$ cat src/rtl/sparserdes_tx_scheduler_if.sv
// Channel request/ack, encoder handshake and serial lane bundle for the sparse-SERDES TX scheduler.
interface sparserdes_tx_scheduler_if #(
    parameter int NUM_CH = 4
);
    localparam int CH_BITS = $clog2(NUM_CH);

    logic               enable;
    logic [NUM_CH-1:0]  req;
    logic [NUM_CH-1:0]  ack;
    logic [CH_BITS-1:0] grant_id;
    logic               busy;
    logic               enc_start;
    logic               enc_bit;
    logic               enc_last;
    logic               enc_abort;
    logic               err;
    logic               tx_bit;
    logic               tx_frame;

    modport master (
        input  enable, req, enc_bit, enc_last,
        output ack, grant_id, busy, enc_start, enc_abort, err, tx_bit, tx_frame
    );

    modport slave (
        output enable, req, enc_bit, enc_last,
        input  ack, grant_id, busy, enc_start, enc_abort, err, tx_bit, tx_frame
    );
endinterface

$ cat src/rtl/sparserdes_tx_scheduler.sv
// Round-robin scheduler sharing one sparse-SERDES lane: frames each transfer as
// sync bit, channel-id header, encoder payload (watchdog guarded), idle gap.
module sparserdes_tx_scheduler #(
    parameter int NUM_CH      = 4,
    parameter int MAX_PAYLOAD = 32,
    parameter int GAP_CYCLES  = 2
) (
    input logic clk,
    input logic reset,
    sparserdes_tx_scheduler_if.master bus
);
    localparam int CH_BITS = $clog2(NUM_CH);
    localparam int PW      = $clog2(MAX_PAYLOAD + 1);
    localparam int GW      = $clog2(GAP_CYCLES + 1);

    typedef enum logic [2:0] {IDLE, SYNC, HDR, PAYLOAD, GAP} state_t;

    state_t             state, state_nxt;
    logic [CH_BITS-1:0] grant_id, rr_ptr, hdr_idx, pick;
    logic               pick_vld;
    logic [PW-1:0]      pay_cnt;
    logic [GW-1:0]      gap_cnt;
    logic               lane_bit, lane_frame;
    logic               wd_hit, frame_end, wd_fire;

    // First pending request after the last winner, wrapping modulo NUM_CH.
    always_comb begin
        pick     = '0;
        pick_vld = 1'b0;
        for (int i = 1; i <= NUM_CH; i++) begin
            if (!pick_vld && bus.req[CH_BITS'((int'(rr_ptr) + i) % NUM_CH)]) begin
                pick     = CH_BITS'((int'(rr_ptr) + i) % NUM_CH);
                pick_vld = 1'b1;
            end
        end
    end

    assign wd_hit    = (pay_cnt == PW'(MAX_PAYLOAD - 1));
    assign frame_end = (state == PAYLOAD) && (bus.enc_last || wd_hit);
    assign wd_fire   = (state == PAYLOAD) && !bus.enc_last && wd_hit;

    always_ff @(posedge clk) begin
        if (reset) state <= IDLE;
        else       state <= state_nxt;
    end

    always_comb begin
        state_nxt = state;
        case (state)
            IDLE:    if (bus.enable && pick_vld) state_nxt = SYNC;
            SYNC:    state_nxt = HDR;
            HDR:     if (hdr_idx == '0) state_nxt = PAYLOAD;
            PAYLOAD: if (frame_end) state_nxt = GAP;
            GAP:     if (gap_cnt == GW'(GAP_CYCLES - 1)) state_nxt = IDLE;
            default: state_nxt = IDLE;
        endcase
    end

    always_comb begin
        bus.ack       = '0;
        bus.enc_start = (state == HDR) && (hdr_idx == '0);
        bus.enc_abort = wd_fire;
        bus.err       = wd_fire;
        bus.busy      = (state != IDLE);
        lane_bit      = 1'b0;
        lane_frame    = 1'b0;
        if (frame_end) bus.ack[grant_id] = 1'b1;
        case (state)
            SYNC:    begin lane_bit = 1'b1;              lane_frame = 1'b1; end
            HDR:     begin lane_bit = grant_id[hdr_idx]; lane_frame = 1'b1; end
            PAYLOAD: begin lane_bit = bus.enc_bit;       lane_frame = 1'b1; end
            default: ;
        endcase
    end

    always_ff @(posedge clk) begin
        if (reset) begin
            grant_id     <= '0;
            rr_ptr       <= CH_BITS'(NUM_CH - 1);
            hdr_idx      <= '0;
            pay_cnt      <= '0;
            gap_cnt      <= '0;
            bus.tx_bit   <= 1'b0;
            bus.tx_frame <= 1'b0;
        end else begin
            bus.tx_bit   <= lane_bit;
            bus.tx_frame <= lane_frame;
            case (state)
                IDLE: if (bus.enable && pick_vld) begin
                    grant_id <= pick;
                    rr_ptr   <= pick;
                end
                SYNC:    hdr_idx <= CH_BITS'(CH_BITS - 1);
                HDR: begin
                    hdr_idx <= hdr_idx - 1'b1;
                    pay_cnt <= '0;
                end
                PAYLOAD: begin
                    pay_cnt <= pay_cnt + 1'b1;
                    gap_cnt <= '0;
                end
                GAP:     gap_cnt <= gap_cnt + 1'b1;
                default: ;
            endcase
        end
    end

    assign bus.grant_id = grant_id;
endmodule
$ cat src/flat_wrapper.sv
// flat-port wrapper written by rule: the top's interface ports become plain ports
module sparserdes_tx_scheduler_flat 
#(
    parameter int NUM_CH      = 4,
    parameter int MAX_PAYLOAD = 32,
    parameter int GAP_CYCLES  = 2
)
  (clk, reset, bus_enable, bus_req, bus_enc_bit, bus_enc_last, bus_ack, bus_grant_id, bus_busy, bus_enc_start, bus_enc_abort, bus_err, bus_tx_bit, bus_tx_frame);
  sparserdes_tx_scheduler_if #(.NUM_CH(NUM_CH)) bus_i ();
  input logic clk;
  input logic reset;
  input wire logic [$bits(bus_i.enable)-1:0] bus_enable;
  input wire logic [$bits(bus_i.req)-1:0] bus_req;
  input wire logic [$bits(bus_i.enc_bit)-1:0] bus_enc_bit;
  input wire logic [$bits(bus_i.enc_last)-1:0] bus_enc_last;
  output wire logic [$bits(bus_i.ack)-1:0] bus_ack;
  output wire logic [$bits(bus_i.grant_id)-1:0] bus_grant_id;
  output wire logic [$bits(bus_i.busy)-1:0] bus_busy;
  output wire logic [$bits(bus_i.enc_start)-1:0] bus_enc_start;
  output wire logic [$bits(bus_i.enc_abort)-1:0] bus_enc_abort;
  output wire logic [$bits(bus_i.err)-1:0] bus_err;
  output wire logic [$bits(bus_i.tx_bit)-1:0] bus_tx_bit;
  output wire logic [$bits(bus_i.tx_frame)-1:0] bus_tx_frame;
  assign bus_i.enable = bus_enable;
  assign bus_i.req = bus_req;
  assign bus_i.enc_bit = bus_enc_bit;
  assign bus_i.enc_last = bus_enc_last;
  assign bus_ack = bus_i.ack;
  assign bus_grant_id = bus_i.grant_id;
  assign bus_busy = bus_i.busy;
  assign bus_enc_start = bus_i.enc_start;
  assign bus_enc_abort = bus_i.enc_abort;
  assign bus_err = bus_i.err;
  assign bus_tx_bit = bus_i.tx_bit;
  assign bus_tx_frame = bus_i.tx_frame;
  sparserdes_tx_scheduler #(.NUM_CH(NUM_CH), .MAX_PAYLOAD(MAX_PAYLOAD), .GAP_CYCLES(GAP_CYCLES)) u_core (.clk(clk), .reset(reset), .bus(bus_i));
endmodule
$ cat config.mk
export PLATFORM = sky130hd
export DESIGN_NAME = sparserdes_tx_scheduler_flat
export DESIGN_NICKNAME = d
export VERILOG_FILES = /design/src/rtl/sparserdes_tx_scheduler_if.sv /design/src/rtl/sparserdes_tx_scheduler.sv /design/src/flat_wrapper.sv
export SDC_FILE = /design/constraint.sdc
export NUM_CORES = 1
export LEC_CHECK = 0
export BUFFER_PORTS_ARGS = -buffer_cell sky130_fd_sc_hd__buf_2
export CORE_MARGIN = 2
export CORE_UTILIZATION = 53
export CTS_CLUSTER_SIZE = 16
export DETAILED_ROUTE_END_ITERATION = 16
export GPL_TIMING_DRIVEN = 0
export PLACE_DENSITY = 0.77
export SYNTH_ARGS = -nofsm -noshare
export SYNTH_HDL_FRONTEND = slang
export SYNTH_SLANG_ARGS = --single-unit
$ cat constraint.sdc
create_clock -name clk -period 1.45 [get_ports clk]
set_input_delay 0 -clock clk [delete_from_list [all_inputs] [get_ports clk]]
set_output_delay 0 -clock clk [all_outputs]
set_load 0.03 [all_outputs]
==> run_results.csv <==
group,metric,value,unit
setup_path,worstSetupStartpointType,"register",
cts,cts-buffers-inserted,3,
worst_hold_path,hold_path.class,"in -> reg",
setup_path,worst_path_max_delay_cell,"dfxtp_2",
run_status,status,"complete, but fails checks",
synth,synth_top_family_by_area,"simple AND/OR/NAND/NOR gates",
route,drt_iter0_markers,37,
cells_and_area,drive_gt1_share,33.8,%
floorplanning,chipHeight,48.1,um
timing,finalClockSkew,0.00393,ns
pwr,power_frac_clock,23.2,%
floorplanning,row_count,15,
synth,yosys-top-cells-area,"dfxtp_1, nor2_1, a21oi_1",
cts,cts-root-buf,"clkbuf_4",
synth,syn_area_per_cell,8.00,um^2
cts,cts_buffer_depth,2,
floorplanning,core,1780,um^2
floorplanning,ios,21,
cts,cts.clk_slew.worst_paths,0.11,ns
synth,synthXorXnorAreaFrac,0.848,%
cells_and_area,areaGrowthSynthToFinish,29.7,%
pwr,combPwrFrac,27.3,%
setup_path,worstSetupPathType,"reg -> out",
setup_path,path_cells,"nand2b_1 > buf_6 > nor2_2 > nand2_2 > nor3b_2 > buf_4",
synth,synthSimpleGateAreaFrac,30.8,%
synth,yosysUniqueCellTypes,40,
cts,h-tree-depth,1,
setup_path,cp.arrival,1.61,ns
synth,netlist_area,1030,um^2
synth,synthFlopType,"dfxtp_1",
timing,setup_slack,-0.161,ns
route,wl_per_cell,13.4,um
timing,fmax,0.621,GHz
synth,synth-compound-area-share,19.0,%
pwr,p_per_area,901,nW/um^2
place,numPortBuffers,19,
timing,setup_viol,5,
synth,synth_seq_cells,19,
global_routing,grt_pass1_wl,3690,um
global_routing,grt_pass1_vias,882,
setup_path,cpPeakStageDelay,0.36,ns
synth,synth_top_area_share,36.8,%
worst_hold_path,whs_path_depth,3,
timing,fin_crit,1.61,ns
pwr,p_sw,412,uW
timing,hold_viol_final,0,
cells_and_area,insertedDiodeCount,0,
setup_path,path_max_fanout,10,
synth,synth_edf_count,0,
synth,yosysTopAreaCell,"dfxtp_1",
floorplanning,start_util,57.9,%
cts,clock_latency,0.31,ns
job,drv_cap,0,
global_routing,grt-ovfl-total,0,
cts,tritoncts,"done",
setup_path,crit_required,1.45,ns
synth,ys_warn_count,0,
pwr,seqPwrFrac,49.5,%
route,num_vias,1063,
global_routing,grt_max_degree,12,
timing,report.final.slew_viol_count,0,
synth,synth_mux_area_share,2.06,%
setup_path,reg2reg_depth,7,
floorplanning,die-area,2320,um^2
route,drc,0,
run_status,violations,"setup timing",
timing,tightest_slew,0.506,ns
pwr,switching_share,34.2,%
timing,rsz0062_at_grt,"yes",
worst_hold_path,hp-start,"bus_req[2]",
floorplanning,die_w,48.1,um
place,gp_congestion,0.812,
global_routing,antenna_found_initial,0,
pwr,power.leakage,0.000559,uW
route,drt_wl_total,2480,um
setup_path,rr_startpoint,"u_core.state[2]",
timing,setup_tns,-0.662,ns
route,routed_via_density,5.75,
synth,synthArstFlopShare,0,%
cells_and_area,final-instance-count-excl-fill,185,
cells_and_area,final_nets,173,
synth,synthesis.nets,141,
synth,ys_seq_area_share,36.8,%
place,dp_cells,173,
cells_and_area,nFillCells,127,
synth,netlist_instances,129,
worst_hold_path,hold_path_end,"u_core.rr_ptr[1]",
place,hpwl,1640,um
pwr,internal-power,794,uW
setup_path,worst_setup_path_end_kind,"primary output",
pwr,irDropWorstVdd,0.000664,V
synth,yosys.area_share.adder,3.64,%
setup_path,ff2ff_setup_slack,0.05,ns
timing,fin_crit_sh,111,%
route,drtAntennaViolNets,0,
cts,cts.sinks,19,
timing,max_slew_margin,66.3,%
global_routing,grt_use_total,22.9,%
setup_path,r2r-end,"u_core.state[2]",
route,firstDrtPassIters,4,
registers in the layout (all words and copies together), names as in the netlist:
register,cells
u_core.bus.tx_frame,1
u_core.bus.tx_bit,1
u_core.gap_cnt,2
u_core.state,3
u_core.rr_ptr,2
u_core.bus.grant_id,2
u_core.hdr_idx,2
u_core.pay_cnt,6
logic make-up (layout without fill, tap and decap cells):
logic type      count (synthesis)  in the layout
simple gates                   58             58
compound gates                 31             31
flops                          19             19
buf+inv                        15             46
fa+ha+maj                       3              3
mux                             2              2
xor+xnor                        1              1
through the flow:
stage          power, uW  util [%]  hold slack, ns  setup WS, ns  area, um^2
2_1_floorplan        830         -           0.162       -0.0479        1050
5_1_grt             1260      75.1          0.0474        -0.265        1340
3_3_place_gp         900      66.1           0.283        -0.213        1180
4_1_cts             1190      73.6          0.0125        -0.159        1310
6_report            1210      75.1         0.00838        -0.161        1340
3_5_place_dp         909      66.1           0.294        -0.243        1180
power by group through the flow:
stage | combinational (uW) | sequential [uW] | clock [uW]
2_1_floorplan | 204 | 625 | 0
3_5_place_dp | 300 | 609 | 0
3_3_place_gp | 294 | 607 | 0
6_report | 329 | 598 | 279
5_1_grt | 364 | 603 | 292
4_1_cts | 320 | 598 | 276
cells in the final DEF, fill, tap and decap left out, types with 3 or more instances in the layout:
cell type	n
nand3_1	3
a21oi_1	13
inv_1	8
dfxtp_1	14
nand2b_1	3
buf_4	15
nand3b_1	4
nand2_1	7
buf_2	13
nor2_1	18
clkbuf_4	4
dfxtp_2	3
nor3_1	6
worst max-delay path, delay by kind of cell, from the launching register on:
family / cells / cell delay (ns)
buffers and inverters: 2 / 0.34
flip-flops: 1 / 0.36
AND/OR/NAND/NOR: 4 / 0.61
routing by layer:
layer	vias up	routed length (um)	global-route usage, %	share of wire [%]
li1	520	-	-	-
met1	511	1100	30.0	44
met2	27	1240	38.4	50
met3	5	98	2.22	4.0
met4	0	37	9.73	1.5
met5	-	0	0	0
area by class of cell:
cell class              count  area, um^2  share of cell area [%]
repair buffers             27         176                    13.2
multi-input cells          95         633                    47.3
plain buffers               7        48.8                    3.64
flip-flops and latches     19         392                    29.3
inverters                   8        30.0                    2.24
clock buffers               3        22.5                    1.68
well taps                  25        31.3                    2.34
clock inverters             1        5.00                   0.374
timing repair:
item,in CTS,in global routing
cloned,0,0
resized for setup,19,8
endpoints found under the setup margin,8,8
hold buffers,1,0
setup buffers,6,1
endpoints found under the hold margin,1,0
pin swaps,7,2
worst max path at each step:
| stage | to | slack, ns | startpoint | cells past startpoint |
|---|---|---|---|---|
| 2_1_floorplan | bus_ack[2] | -0.05 | u_core.pay_cnt[0] | 5 |
| 4_1_cts | bus_ack[2] | -0.16 | u_core.pay_cnt[1] | 6 |
| 6_report | bus_ack[2] | -0.16 | u_core.state[2] | 6 |
| 3_3_place_gp | bus_ack[2] | -0.21 | u_core.pay_cnt[0] | 6 |
| 5_1_grt | bus_ack[2] | -0.26 | u_core.pay_cnt[1] | 6 |
| 3_5_place_dp | bus_ack[2] | -0.24 | u_core.pay_cnt[0] | 6 |
synthesized netlist by cell type (all sizes together), types with 2 or more instances:
cell    number
buf          4
a21oi       14
o21ai        4
clkbuf       3
nor2        19
dfxtp       19
nor3b        2
nand2        8
a211oi       2
o21bai       2
ha           3
nand3b       4
nor3         9
o221ai       2
inv          8
nand3        3
a21o         2
nand2b       3
nor4         3
Power figures use the tool's default switching activity.
